[src/rtl/nf_uart_pkg.sv]
// nf_uart_pkg: definitions shared by the nanoFOX UART receiver and transmitter.
//   NF_UART_COMP_W : default width of the bit-period divider / cycle counter
//   NF_UART_DATA_W : default number of data bits per frame
//   rx_state_t     : receiver FSM states
package nf_uart_pkg;

  localparam int NF_UART_COMP_W = 16;
  localparam int NF_UART_DATA_W = 8;

  typedef enum logic [1:0] {
    IDLE  = 2'd0,
    START = 2'd1,
    DATA  = 2'd2,
    STOP  = 2'd3
  } rx_state_t;

endpackage

[src/rtl/nf_sync_2ff.sv]
// nf_sync_2ff: two-flop synchronizer for a single asynchronous input bit.
//   clk    : destination clock
//   resetn : asynchronous reset, active-high; both flops load RST_VAL
//   d      : asynchronous input
//   q      : synchronized output (two clk cycles of latency)
module nf_sync_2ff #(
  parameter logic RST_VAL = 1'b1
) (
  input  logic clk,
  input  logic resetn,
  input  logic d,
  output logic q
);

  logic meta_q;
  logic sync_q;

  always_ff @(posedge clk or posedge resetn) begin
    if (resetn) begin
      meta_q <= RST_VAL;
      sync_q <= RST_VAL;
    end else begin
      meta_q <= d;
      sync_q <= meta_q;
    end
  end

  assign q = sync_q;

endmodule

[src/rtl/nf_uart_receiver.sv]
// nf_uart_receiver: 8N1 UART receiver, LSB first, with a single-entry
// holding register read through a valid/ack handshake.
//   clk       : system clock
//   resetn    : asynchronous reset, active-high
//   comp      : bit period in clk cycles (static while rec_en=1, must be >= 2)
//   rec_en    : receiver enable; dropping it aborts a frame in progress
//   uart_rx   : asynchronous serial input, idle high
//   rx_ack    : consumer acknowledge; clears rx_valid and overrun
//   rx_data   : last received byte
//   rx_valid  : holding register full
//   rx_busy   : frame in progress
//   frame_err : one-cycle pulse when the stop bit is sampled low
//   overrun   : sticky, a byte was dropped because rx_valid was still set
module nf_uart_receiver
  import nf_uart_pkg::*;
#(
  parameter int COMP_W = NF_UART_COMP_W,
  parameter int DATA_W = NF_UART_DATA_W
) (
  input  logic              clk,
  input  logic              resetn,
  input  logic [COMP_W-1:0] comp,
  input  logic              rec_en,
  input  logic              uart_rx,
  input  logic              rx_ack,
  output logic [DATA_W-1:0] rx_data,
  output logic              rx_valid,
  output logic              rx_busy,
  output logic              frame_err,
  output logic              overrun
);

  localparam int IDX_W = (DATA_W > 1) ? $clog2(DATA_W) : 1;
  localparam logic [IDX_W-1:0] LAST_IDX = IDX_W'(DATA_W - 1);

  logic rx_s;

  rx_state_t          state_q,     state_d;
  logic [COMP_W-1:0]  cnt_q,       cnt_d;
  logic [IDX_W-1:0]   idx_q,       idx_d;
  logic [DATA_W-1:0]  shift_q,     shift_d;
  logic               done_q,      done_d;
  logic               stop_q,      stop_d;
  logic [DATA_W-1:0]  rx_data_q,   rx_data_d;
  logic               rx_valid_q,  rx_valid_d;
  logic               frame_err_q, frame_err_d;
  logic               overrun_q,   overrun_d;

  logic [COMP_W-1:0]  half_m1;
  logic [COMP_W-1:0]  comp_m1;

  nf_sync_2ff #(
    .RST_VAL (1'b1)
  ) u_sync_rx (
    .clk    (clk),
    .resetn (resetn),
    .d      (uart_rx),
    .q      (rx_s)
  );

  // The start bit is re-checked at its midpoint; every later sample lands
  // one full bit period after the previous one, i.e. mid-bit.
  assign half_m1 = (comp >> 1) - COMP_W'(1);
  assign comp_m1 = comp - COMP_W'(1);

  // Frame FSM, bit counter and shift register
  always_comb begin
    state_d = state_q;
    cnt_d   = cnt_q + COMP_W'(1);
    idx_d   = idx_q;
    shift_d = shift_q;
    done_d  = 1'b0;
    stop_d  = stop_q;
    unique case (state_q)
      IDLE: begin
        cnt_d = '0;
        if (rec_en && (comp >= COMP_W'(2)) && !rx_s) state_d = START;
      end
      START: begin
        if (cnt_q == half_m1) begin
          cnt_d = '0;
          if (rx_s) begin
            state_d = IDLE;
          end else begin
            state_d = DATA;
            idx_d   = '0;
          end
        end
      end
      DATA: begin
        if (cnt_q == comp_m1) begin
          cnt_d          = '0;
          shift_d[idx_q] = rx_s;
          if (idx_q == LAST_IDX) state_d = STOP;
          else                   idx_d   = idx_q + IDX_W'(1);
        end
      end
      STOP: begin
        // Leaving at mid-stop-bit lets the next start edge be caught on time.
        if (cnt_q == comp_m1) begin
          cnt_d   = '0;
          state_d = IDLE;
          done_d  = 1'b1;
          stop_d  = rx_s;
        end
      end
      default: begin
        state_d = IDLE;
        cnt_d   = '0;
      end
    endcase
    if (!rec_en) begin
      state_d = IDLE;
      cnt_d   = '0;
      done_d  = 1'b0;
    end
  end

  // Holding register and status flags, updated the cycle after the stop sample
  always_comb begin
    rx_data_d   = rx_data_q;
    rx_valid_d  = rx_valid_q;
    overrun_d   = overrun_q;
    frame_err_d = 1'b0;
    if (rx_ack) begin
      rx_valid_d = 1'b0;
      overrun_d  = 1'b0;
    end
    if (done_q) begin
      if (!stop_q) begin
        frame_err_d = 1'b1;
      end else if (!rx_valid_q || rx_ack) begin
        // An ack in the same cycle frees the slot, so the new byte is kept.
        rx_data_d  = shift_q;
        rx_valid_d = 1'b1;
      end else begin
        overrun_d = 1'b1;
      end
    end
  end

  always_ff @(posedge clk or posedge resetn) begin
    if (resetn) begin
      state_q     <= IDLE;
      cnt_q       <= '0;
      idx_q       <= '0;
      shift_q     <= '0;
      done_q      <= 1'b0;
      stop_q      <= 1'b0;
      rx_data_q   <= '0;
      rx_valid_q  <= 1'b0;
      frame_err_q <= 1'b0;
      overrun_q   <= 1'b0;
    end else begin
      state_q     <= state_d;
      cnt_q       <= cnt_d;
      idx_q       <= idx_d;
      shift_q     <= shift_d;
      done_q      <= done_d;
      stop_q      <= stop_d;
      rx_data_q   <= rx_data_d;
      rx_valid_q  <= rx_valid_d;
      frame_err_q <= frame_err_d;
      overrun_q   <= overrun_d;
    end
  end

  assign rx_data   = rx_data_q;
  assign rx_valid  = rx_valid_q;
  assign rx_busy   = (state_q != IDLE);
  assign frame_err = frame_err_q;
  assign overrun   = overrun_q;

endmodule
[config.mk]
export PLATFORM = sky130hd
export DESIGN_NAME = nf_uart_receiver
export DESIGN_NICKNAME = d
export VERILOG_FILES = /design/src/rtl/nf_uart_pkg.sv /design/src/rtl/nf_sync_2ff.sv /design/src/rtl/nf_uart_receiver.sv
export SDC_FILE = /design/constraint.sdc
export NUM_CORES = 1
export LEC_CHECK = 0
export BUFFER_PORTS_ARGS = -buffer_cell sky130_fd_sc_hd__buf_2
export CAP_MARGIN = 20
export CORE_AREA = 2 2 65 98
export CTS_CLUSTER_DIAMETER = 80
export CTS_CLUSTER_SIZE = 12
export DETAILED_ROUTE_END_ITERATION = 10
export DIE_AREA = 0 0 67 100
export GPL_ROUTABILITY_DRIVEN = 1
export PLACE_DENSITY = 0.72
export SLEW_MARGIN = 20
export SYNTH_ARGS = -nofsm -noshare
export SYNTH_HDL_FRONTEND = slang
export SYNTH_SLANG_ARGS = --single-unit
[constraint.sdc]
create_clock -name clk -period 3.75 [get_ports clk]
set_input_delay 0.5625 -clock clk [delete_from_list [all_inputs] [get_ports clk]]
set_output_delay 0.5625 -clock clk [all_outputs]
set_load 0.05 [all_outputs]
# --- Word level (Yosys, flattened, before mapping) ---
# Index checks and enable logic that the tools add are counted.
word_totals:
  regBits: 44
  in_bits: 21
  output_inout_bits: 12
  word_cells: 82
op_classes:
  n_addsub: 4
  order_cmp: 3
  eq_ne: 15
  n_mux: 33
  n_reduce_logical: 15
op_table:
  columns: ["operator", "n"]
  rows:
  - ["$mux 16", 3]
  - ["$pmux 16 s3", 1]
  - ["$eq 16x16->1", 2]
  - ["$add 16x1->16 const B", 1]
  - ["$ge 16x2->1 const B", 1]
  - ["$sub 15x1->16 const B", 1]
  - ["$sub 16x1->16 const B", 1]
  - ["$ne 3x3->1 const B", 5]
  - ["$mux 1", 14]
  - ["$mux 2", 7]
  - ["$mux 3", 4]
  - ["$reduce_and 5->1", 2]
  - ["$bwmux 8", 1]
  - ["$ne 2x2->1 const B", 4]
  - ["$pmux 2 s4", 1]
  - ["$pmux 3 s2", 1]
  - ["$eq 2x2->1 const B", 2]
  - ["$lt 3x4->1 const B", 1]
  - ["$reduce_and 2->1", 2]
  - ["$reduce_bool 2->1", 2]
  - ["$add 3x1->3 const B", 1]
  - ["$demux 1 s3", 1]
  - ["$eq 3x3->1 const B", 1]
  - ["$ge 3x1->1 const B", 1]
  - ["other kinds (7)", 10]

# --- Logic depth before layout (Yosys ltp) ---
# Gate-level depths: netlist (run 1).
depth:
  ltp_word: 6
  mapped_depth: 11
  mapped_depth_nobuf: 9

# --- Modules after synthesis ---
# A second synthesis (run 1) with hierarchy kept.
unflattened:
  cells_unflattened: 359
  area_unflattened_um2: 3169.3
modules_own_cells:
  columns: ["module", "instances", "cells_per_inst", "area_each_um2", "seq_area_each_um2"]
  rows:
  - ["nf_uart_receiver", 1, 356, 3113.0, 1051.0]
  - ["nf_sync_2ff", 1, 3, 56.3, 52.6]

# --- Least setup slack after synthesis (run 1) ---
# Ideal clock, no wire load.
synth_timing:
  path_kind: "input to register"
  startpoint: "input port comp[5]"
  endpoint: "register shift_q[5]"
  setup_ns: 0.128
  arrival_time_ns: 3.083
  path_slack_ns: 0.539
  cell_stages: 10
  path_buffers: 3
  path_cell_list: "buf_2 or4_4 buf_6 o31a_1 or4_1 nand3_1 o2111ai_4 buf_6 nor3_2 mux2_1"
synth_between:
  elab_chain_len: 3
synth_lines:
  columns: ["element", "line", "rtl"]
  rows:
  - ["from (decl)", "nf_uart_receiver.sv:22", "input logic [COMP_W-1:0] comp,"]
  - ["$sub 16x1->16", "nf_uart_receiver.sv:64", "assign comp_m1 = comp - COMP_W'(1);"]
  - ["$eq 16x16->1", "nf_uart_receiver.sv:91", "if (cnt_q == comp_m1) begin"]
  - ["$reduce_and 2->1 (no line)", null, null]
  - ["to (signal assigned)", "nf_uart_receiver.sv:158", "shift_q <= shift_d;"]
  - ["to (decl)", "nf_uart_receiver.sv:41", "logic [DATA_W-1:0] shift_q, shift_d;"]
# Every way passes these cells.
# A chain may end at the register's enable or synchronous reset.

# --- Worst setup path after layout (run 1) ---
layout_timing:
  startpoint: "input port comp[0]"
  endpoint: "register shift_q[4]"
# Same word-level chain as after synthesis.

==> impl_metrics.tcl, run 1 <==
set metrics [dict create \
    ys.flop_type "dfrtp_1" \
    dieArea_um2 6700 \
    synth.distinct_cells 66 \
    start_util_pct 54.9 \
    synth_xor_area_share_pct 12.1 \
    drv_cap 0 \
    period_share_pct 88.9 \
    cp_slowest_cell "or4_1" \
    cellPowerDensity_nw_per_um2 279 \
    synth_top_family_by_area "simple AND/OR/NAND/NOR gates" \
    die_h_um 100 \
    synth_edf_count 0 \
    gp_congestion 0.918 \
    drv_slew 0 \
    finalWirelength_um 7610 \
    synth_seq_cells 44 \
    end_kind "flip-flop" \
    clk_pin_slew_ns 0.09 \
    cts_buffers 5 \
    drc 0 \
    pwr-share-comb_pct 12.7 \
    boundaryPins 33 \
    synth_cells 361 \
    path_max_fanout 14 \
    grt_overflow_total 0 \
    synth_area_leader_cell "dfrtp_1" \
    drive_above_1_share_pct 19.5 \
    max_freq_ghz 0.300 \
    clkPwrFrac_pct 38.5 \
    yosysWarnings 0 \
    yosysSeqAreaShare_pct 33.8 \
    core_um2 5960 \
    hold_violations 0 \
    synthTopCellsByArea "dfrtp_1, xnor2_1, xor2_1, nor2_1, nand2_1" \
    drt_iter0_markers 118 \
    syn_area_um2 3270 \
    n_antenna_cell 0 \
    ctsHoldBuffers 0 \
    worstSkewPairLatency_ns 0.30 \
    place_hpwl_um 5870 \
    cp_cell_sequence "buf_2 > inv_1 > ha_1 > or3b_1 > o31a_1 > or4_1 > nand3_1 > o2111ai_4 > nor4_1 > mux2_1" \
    cts.sinks 44 \
    synth-adder-area-share_pct 2.30 \
    fillers 542 \
    relSlewSlack_pct 46.8 \
    final_cells 459 \
    dr.pass1.iters 5 \
    antenna_found_initial 0 \
    gr-usage-all-layers_pct 24.2 \
    period_needed_ns 3.33 \
    place_inst 451 \
    port_buffers 32 \
    hp-class "input port to flip-flop" \
    grt_pass1_vias 2624 \
    tightestPinTransition_ns 0.799 \
    grt_start_max_net_pins 45 \
    viasPerCell 5.90 \
    cp-start-kind "input port" \
    status "complete, no violations" \
    clockRootBuffer "clkbuf_8" \
    arrival_ns 3.52 \
    die_x_um 67 \
    path_class "input port to flip-flop" \
    setup_viol 0 \
    row_count 35 \
    synth_fp_nets 388 \
    required_ns 3.94 \
    post-cts-setup-buffer-count 0 \
    fin_nets 411 \
    netSwitchingPower_w 0.000268 \
    synthArstFlopShare_pct 100 \
    htree_num_levels 2 \
    layout-area-overhead-vs-synth_pct 8.50 \
    grt_pass1_wl_um 12400 \
    cts_buffer_depth 2 \
    avgSynthCellArea_um2 9.05 \
    cellLeakagePower_nw 1.52 \
    worst_hold_slack_ns 0.351 \
    p_seq_share_pct 48.8 \
    cpPeakStageDelay_ns 0.50 \
    vias 2707 \
    drtAntennaViolNets 0 \
    synthSimpleGateAreaFrac_pct 27.9 \
    fin_skew_ns 0.00891 \
    max-vdd-ir-drop_uv 146 \
    cts_tree "yes" \
    p_int_w 0.000721 \
    synth_top_area_share_pct 32.2 \
    synth-compound-area-share_pct 10.8 \
    grt_setup_unrepaired "false" \
    synthMuxAreaShare_pct 7.12 \
    routedWlPerCell_um 16.6 \
    post_cts_resized 0 \
    p_sw_share_pct 27.1 \
    tns_ns 0 \
]
==> synth_stat cells, types with 2 or more instances <==
cell and count:
nor3_2 5, a21oi_1 3, nor3b_1 6, a211oi_1 3, a21boi_1 2, buf_6 6, a21boi_0 2, nor2_1 40
mux2_1 9, o2111ai_1 2, a41oi_1 2, nand4_1 8, and3_1 7, buf_2 3, dfrtp_1 42, or4_1 3
a31oi_1 3, nand3_1 13, and2_1 4, or4_4 2, nor4b_1 2, a221oi_1 2, clkbuf_1 10, mux2_2 9
o21ai_0 10, nand2_1 33, and4_1 2, o31a_1 2, nor3_1 4, dfstp_2 2, mux2i_1 3, inv_1 16
a211o_1 2, nand3b_1 4, nor4_1 11, buf_1 2, xnor2_1 23, xor2_1 22, or3_1 2, o211ai_1 2
ha_1 6, nor2b_1 3
==> layout by cell type, fill, tap and decap left out, drive strengths merged, types with 6 or more instances in the layout <==
master   n
dfrtp   42
nor2    40
buf     38
nand2   33
xnor2   23
xor2    22
mux2    18
inv     16
nand3   13
nor4    12
o21ai   10
nor3    10
nand4    8
and3     7
nor3b    6
ha       6
==> routing by layer <==
layer / vias up / track usage [%] / wire, um
met1: 1297 / 26.0 / 2910
met5: - / 0 / 0
met2: 64 / 43.9 / 4150
met4: 0 / 12.2 / 311
met3: 29 / 3.92 / 243
li1: 1317 / - / -
==> power by group through the flow <==
| stage | Sequential (W) | Combinational, W | Clock (W) |
|---|---|---|---|
| 4_1_cts | 0.000482 | 0.000126 | 0.000393 |
| 6_report | 0.000482 | 0.000126 | 0.000381 |
| 3_3_place_gp | 0.000492 | 0.000124 | 0 |
| 2_1_floorplan | 0.000489 | 0.0000905 | 0 |
| 3_5_place_dp | 0.000492 | 0.000125 | 0 |
| 5_1_grt | 0.000483 | 0.000139 | 0.000419 |
==> final timing paths <==
kind / startpoint / to / slack, ns / depth (start not counted)
max reg2reg: cnt_q[2] / shift_q[4] / 0.81 / 7
min reg2reg: u_sync_rx.meta_q / u_sync_rx.q / 0.36 / 0
min: uart_rx / u_sync_rx.meta_q / 0.35 / 1
min in group asynchronous: resetn / cnt_q[10] / 0.39 / 3
max: comp[0] / shift_q[4] / 0.42 / 10
max in group asynchronous: resetn / idx_q[1] / 2.99 / 3
==> kinds of logic after synthesis <==
kind of cell	count (synthesis)
AOI/OAI and AO/OA	45
xor gates and xnor gates	45
adders and majority gates	6
buffers and inverters	38
DFF	44
muxes	21
and+or+nand+nor	162
==> per-stage QoR <==
| step | total power [W] | util, % | setup slack, ns | area, um^2 |
|---|---|---|---|---|
| after floorplan | 0.000580 | - | 0.539 | 3270 |
| after global placement | 0.000615 | 57.6 | 0.204 | 3430 |
| after detailed placement | 0.000617 | 57.6 | 0.0931 | 3430 |
| after CTS | 0.00100 | 59.5 | 0.410 | 3540 |
| after global routing | 0.00104 | 59.5 | 0.322 | 3540 |
| final | 0.000989 | 59.5 | 0.417 | 3540 |
==> area by class of cell <==
| class | instances | area (um^2) | share of cell area, % |
|---|---|---|---|
| multi-input cells | 279 | 1970 | 55.5 |
| flip-flops and latches | 44 | 1100 | 31.1 |
| repair buffers | 38 | 205 | 5.79 |
| well taps | 74 | 92.6 | 2.61 |
| clock buffers | 5 | 68.8 | 1.94 |
| inverters | 16 | 60.1 | 1.69 |
| clock inverters | 3 | 46.3 | 1.31 |
==> state kept, by name, indices dropped and copies added (netlist names), 2 cells and up <==
signal and count:
cnt_q 16, rx_data 8, shift_q 8, idx_q 3
state_q 2
==> critical path: cells and delay by family <==
family                     cells  cell delay [ns]
adders and majority gates      1             0.20
muxes                          1             0.36
and+or+nand+nor                4             1.52
AOI/OAI and AO/OA              2             0.66
buffers and inverters          2             0.21
Power figures use the tool's default switching activity.
==> inputs of run 2 (changes only) <==
--- a/config.mk
+++ b/config.mk
@@ -7,14 +7,15 @@
 export LEC_CHECK = 0
 export BUFFER_PORTS_ARGS = -buffer_cell sky130_fd_sc_hd__buf_2
 export CAP_MARGIN = 20
-export CORE_AREA = 2 2 65 98
+export CORE_AREA = 2 2 64 97
 export CTS_CLUSTER_DIAMETER = 80
 export CTS_CLUSTER_SIZE = 12
 export DETAILED_ROUTE_END_ITERATION = 10
-export DIE_AREA = 0 0 67 100
+export DIE_AREA = 0 0 66 99
 export GPL_ROUTABILITY_DRIVEN = 1
 export PLACE_DENSITY = 0.72
 export SLEW_MARGIN = 20
 export SYNTH_ARGS = -nofsm -noshare
 export SYNTH_HDL_FRONTEND = slang
+export SYNTH_HIERARCHICAL = 1
 export SYNTH_SLANG_ARGS = --single-unit
==> impl_metrics.tcl, run 2 <==
set metrics [dict create \
    place_hpwl_um 5960 \
    worstSkewPairLatency_ns 0.30 \
    drtAntennaViolNets 0 \
    htree_num_levels 2 \
    hold_violations 0 \
    largest_reg_flops 16 \
    cp-start-kind "input port" \
    arrival_ns 3.40 \
    routedWlPerCell_um 16.6 \
    yosysWarnings 6 \
    tightestPinTransition_ns 0.788 \
    viasPerCell 5.92 \
    avgSynthCellArea_um2 8.83 \
    period_needed_ns 3.23 \
    cellPowerDensity_nw_per_um2 300 \
    clockRootBuffer "clkbuf_8" \
    cts_buffers 5 \
    synth_commonest_cells "dfrtp_1, nor2_1, nand2_1" \
    top_register "cnt_q" \
    synth_top_area_share_pct 33.2 \
    drt_iter0_markers 141 \
    gr-usage-all-layers_pct 24.8 \
    synth_xor_area_share_pct 13.3 \
    clk_pin_slew_ns 0.08 \
    synth_edf_count 0 \
    antenna_found_initial 0 \
    port_buffers 32 \
    grt_start_max_net_pins 43 \
    synth_fp_nets 386 \
    placed_area_um2 3410 \
    cpMostUsedCell "or4_4" \
    tns_ns 0 \
    cts_tree "yes" \
    ctsHoldBuffers 0 \
    synth-compound-area-share_pct 12.6 \
    fin_skew_ns 0.00459 \
    synthMuxAreaShare_pct 7.07 \
    mostFrequentLayoutCells "dfrtp_1, nor2_1, nand2_1, buf_2, xnor2_1" \
    layout-area-overhead-vs-synth_pct 11.6 \
    cellLeakagePower_nw 1.62 \
    syn_area_um2 3170 \
    path_max_fanout 16 \
    grt_pass1_vias 2664 \
    hp-class "input port to asynchronous set/reset pin" \
    synth_cells 359 \
    drv_cap 0 \
    dieArea_um2 6530 \
    period_share_pct 86.2 \
    post_cts_resized 0 \
    fin_area_um2 3540 \
    cpPeakStageDelay_ns 0.52 \
    n_antenna_cell 0 \
    status "complete, no violations" \
    die_x_um 66 \
    die_h_um 99 \
    fin_nets 414 \
    synth-adder-area-share_pct 2.37 \
    synthTopCellsByArea "dfrtp_1, xnor2_1, mux2_2, xor2_1, nor2_1" \
    finalWirelength_um 7640 \
    required_ns 3.92 \
    synthSimpleGateAreaFrac_pct 25.4 \
    end_kind "flip-flop" \
    cp_slowest_cell "or4_4" \
    grt_overflow_total 0 \
    grt_pass1_wl_um 12400 \
    drive_above_1_share_pct 21.6 \
    boundaryPins 33 \
    synthArstFlopShare_pct 100 \
    vias 2725 \
    core_um2 5700 \
    max_freq_ghz 0.309 \
    synth.distinct_cells 55 \
    path_class "input port to flip-flop" \
    synth_area_leader_cell "dfrtp_1" \
    post-cts-setup-buffer-count 0 \
    cp_cell_sequence "buf_2 > or4_4 > or4_4 > or3_1 > a2111oi_1 > nand4_1 > a31oi_4 > nor3b_1" \
    cts_buffer_depth 2 \
    drv_slew 0 \
    drc 0 \
    layout_commonest_cell "dfrtp_1" \
    fillers 509 \
    relSlewSlack_pct 47.4 \
    max-vdd-ir-drop_uv 169 \
    synth_top_family_by_area "simple AND/OR/NAND/NOR gates" \
    ys.flop_type "dfrtp_1" \
    setup_viol 0 \
    yosysMostFrequentCell "dfrtp_1" \
    dr.pass1.iters 4 \
    yosysSeqAreaShare_pct 34.8 \
    synth_seq_cells 44 \
    grt_setup_unrepaired "false" \
    cts.sinks 44 \
    gp_congestion 1.01 \
    row_count 34 \
    start_util_pct 55.6 \
]
-- run 2: cell types whose count changed after synthesis, sizes merged, moves of 4 or more --
| cell | delta |
|---|---|
| a2111oi | +4 |
| a21oi | +6 |
| nor2b | +6 |
| clkbuf | +8 |
| inv | -6 |
| nor3b | -4 |
| buf | -7 |
| nand3b | -4 |
| and3 | +6 |
| or3 | +5 |
| a21boi | -4 |
-- run 2: final timing paths --
path / startpoint / end / slack (ns) / cells past startpoint
worst max-delay path: comp[5] / cnt_q[0] / 0.52 / 8
worst min-delay path: resetn / u_sync_rx/meta_q / 0.27 / 2
worst max register to register: cnt_q[12] / cnt_q[0] / 0.96 / 7
worst min register to register: u_sync_rx/meta_q / u_sync_rx/q / 0.36 / 0
max in group asynchronous: resetn / state_q[0] / 2.99 / 3
min in group clk: uart_rx / u_sync_rx/meta_q / 0.35 / 1
-- run 2: critical path, delay by kind of cell --
kind                   cells  cell delay, ns
AO/OA/AOI/OAI              2            0.97
buffers and inverters      1            0.15
AND/OR/NAND/NOR            5            1.72
-- run 2: kinds of logic (layout without fill, tap and decap cells) --
kind of cell	Yosys count	after routing
buffers and inverters	33	62
XOR/XNOR	48	48
multiplexers	20	20
flip-flops	44	44
adder cells (fa/ha/maj)	6	6
AO/OA/AOI/OAI	53	53
AND/OR/NAND/NOR	155	155
-- run 2: final cells by class --
type                    count  area, um^2  share of cell area [%]
well taps                  72        90.1                    2.55
clock inverters             2        60.1                    1.70
clock buffers               6        72.6                    2.05
multi-input cells         282        1920                    54.4
inverters                  10        37.5                    1.06
flip-flops and latches     44        1100                    31.2
repair buffers             44         250                    7.07
-- run 2: layer usage --
metal,global-route usage (%),wire [um],vias up
li1,-,-,1323
met1,25.8,2790,1304
met2,46.6,4220,71
met3,4.68,282,27
met4,10.8,345,0
met5,0,0,-
-- run 2: stage by stage --
stage | power, W | cells | hold WS, ns | setup WS (ns) | util (%)
after CTS | 0.00107 | 460 | 0.272 | 0.545 | 62.1
after global routing | 0.00110 | 460 | 0.263 | 0.328 | 62.1
after floorplan | 0.000593 | 359 | 0.345 | 0.531 | -
after detailed placement | 0.000634 | 452 | 0.349 | 0.269 | 59.7
after global placement | 0.000631 | 452 | 0.349 | 0.317 | 59.7
final | 0.00106 | 460 | 0.269 | 0.519 | 62.1
-- run 2: power by group --
part	total, W	leakage (nW)	internal (W)	switching [W]
Combinational	0.000140	0.949	0.0000498	0.0000898
Sequential	0.000487	0.606	0.000478	0.00000850
Clock	0.000437	0.0654	0.000266	0.000171
==> inputs of run 3 (changes only) <==
--- a/config.mk
+++ b/config.mk
@@ -14,6 +14,7 @@
 export DIE_AREA = 0 0 66 99
 export GPL_ROUTABILITY_DRIVEN = 1
 export PLACE_DENSITY = 0.72
+export RECOVER_POWER = 100
 export SLEW_MARGIN = 20
 export SYNTH_ARGS = -nofsm -noshare
 export SYNTH_HDL_FRONTEND = slang
==> impl_metrics.tcl, run 3 (synthesized netlist as in run 2, its figures left out) <==
set metrics [dict create \
    hp-class "input port to asynchronous set/reset pin" \
    routedWlPerCell_um 16.6 \
    path_class "input port to flip-flop" \
    fin_skew_ns 0.00630 \
    n_antenna_cell 0 \
    antenna_found_initial 0 \
    largest_reg_flops 16 \
    start_util_pct 55.6 \
    drc 0 \
    finalWirelength_um 7650 \
    max_freq_ghz 0.302 \
    pwr-share-comb_pct 12.9 \
    path_max_fanout 16 \
    vias 2750 \
    setup_viol 0 \
    violations "max-capacitance violations, max-slew violations" \
    cts_buffer_depth 2 \
    clkPwrFrac_pct 41.2 \
    htree_num_levels 2 \
    period_share_pct 88.4 \
    status "complete, but fails checks" \
    cp_slowest_cell "or4_1" \
    die_h_um 99 \
    core_um2 5700 \
    period_needed_ns 3.32 \
    drtAntennaViolNets 0 \
    netSwitchingPower_w 0.000269 \
    grt_overflow_total 0 \
    row_count 34 \
    tns_ns 0 \
    max-vdd-ir-drop_uv 169 \
    drive_above_1_share_pct 16.8 \
    grt_pass1_vias 2664 \
    clk_pin_slew_ns 0.09 \
    drt_iter0_markers 157 \
    cellPowerDensity_nw_per_um2 303 \
    cpMostUsedCell "or4_1" \
    p_int_w 0.000793 \
    reg2reg_slack_ns 0.97 \
    die_x_um 66 \
    grt_pass1_wl_um 12400 \
    end_kind "flip-flop" \
    clockRootBuffer "clkbuf_8" \
    fin_nets 414 \
    worstSkewPairLatency_ns 0.30 \
    r2r_cells 7 \
    cellLeakagePower_nw 1.55 \
    rr_endpoint "cnt_q[0]" \
    critPathBufInv 1 \
    fin_util_pct 61.4 \
    cts_buffers 5 \
    boundaryPins 33 \
    relSlewSlack_pct -50.6 \
    tightestPinTransition_ns 2.26 \
    viasPerCell 5.98 \
    layout_commonest_cell "dfrtp_1" \
    grt_setup_unrepaired "false" \
    mostFrequentLayoutCells "dfrtp_1, nor2_1, nand2_1, xnor2_1, xor2_1" \
    drv_slew 43 \
    ctsHoldBuffers 0 \
    drv_cap 1 \
    grt_start_max_net_pins 43 \
    layout-area-overhead-vs-synth_pct 10.4 \
    cpPeakStageDelay_ns 0.54 \
    cp_cell_sequence "buf_2 > or4_1 > or4_1 > or3_1 > a2111oi_0 > nand4_1 > a31oi_4 > nor3b_1" \
    arrival_ns 3.49 \
    port_buffers 32 \
    cts_tree "yes" \
    place_hpwl_um 5960 \
    gp_congestion 1.01 \
    gr-usage-all-layers_pct 24.8 \
    cp-start-kind "input port" \
    cp_top_family "simple AND/OR/NAND/NOR gates" \
    post-cts-setup-buffer-count 0 \
    top_register "cnt_q" \
    cts.sinks 44 \
    p_seq_share_pct 45.9 \
    dr.pass1.iters 4 \
    required_ns 3.92 \
    p_sw_share_pct 25.3 \
    reg2reg_from "cnt_q[12]" \
    hold_violations 0 \
    post_cts_resized 0 \
    dieArea_um2 6530 \
]
-- run 3: cell count changes in the layout (fill, tap and decap cells not counted), moves of 2 or more --
cell / change
or4_1: +2
buf_4: -4
clkbuf_1: +17
buf_2: -13
or4_4: -2
-- run 3: through the flow --
step | total power, W | area (um^2) | worst slack [ns] | std cells | hold WS (ns)
2_1_floorplan | 0.000593 | 3170 | 0.531 | 359 | 0.345
3_3_place_gp | 0.000631 | 3410 | 0.317 | 452 | 0.349
3_5_place_dp | 0.000634 | 3410 | 0.269 | 452 | 0.349
4_1_cts | 0.00107 | 3540 | 0.545 | 460 | 0.272
5_1_grt | 0.00110 | 3500 | 0.185 | 460 | 0.263
6_report | 0.00106 | 3500 | 0.435 | 460 | 0.270
-- run 3: cell type report --
class | count | area, um^2
sequential | 44 | 1100
multi-input combinational | 282 | 1920
inverter | 10 | 37.5
timing repair buffer | 44 | 219
fill | 531 | 2200
clock inverter | 2 | 60.1
clock buffer | 6 | 72.6
tap | 72 | 90.1
-- run 3: metal layers --
layer / wire length [um] / vias to the layer above / global-route usage [%]
li1: - / 1325 / -
met1: 2820 / 1322 / 25.8
met2: 4170 / 72 / 46.6
met3: 274 / 31 / 4.68
met4: 383 / 0 / 10.8
met5: 0 / - / 0
-- run 3: power by group through the flow --
stage | Sequential (W) | Combinational [W] | Clock (W)
floorplan | 0.000489 | 0.000104 | 0
global placement | 0.000496 | 0.000135 | 0
detailed placement | 0.000496 | 0.000138 | 0
CTS | 0.000487 | 0.000139 | 0.000444
global route | 0.000488 | 0.000151 | 0.000464
finish | 0.000487 | 0.000137 | 0.000438
-- run 3: worst max path at each step --
stage | from | end | cells past startpoint
global route | comp[5] | cnt_q[15] | 8
finish | comp[5] | cnt_q[0] | 8
global placement | comp[5] | cnt_q[0] | 8
CTS | comp[5] | cnt_q[7] | 8
floorplan | comp[5] | cnt_q[10] | 9
detailed placement | comp[5] | cnt_q[7] | 8
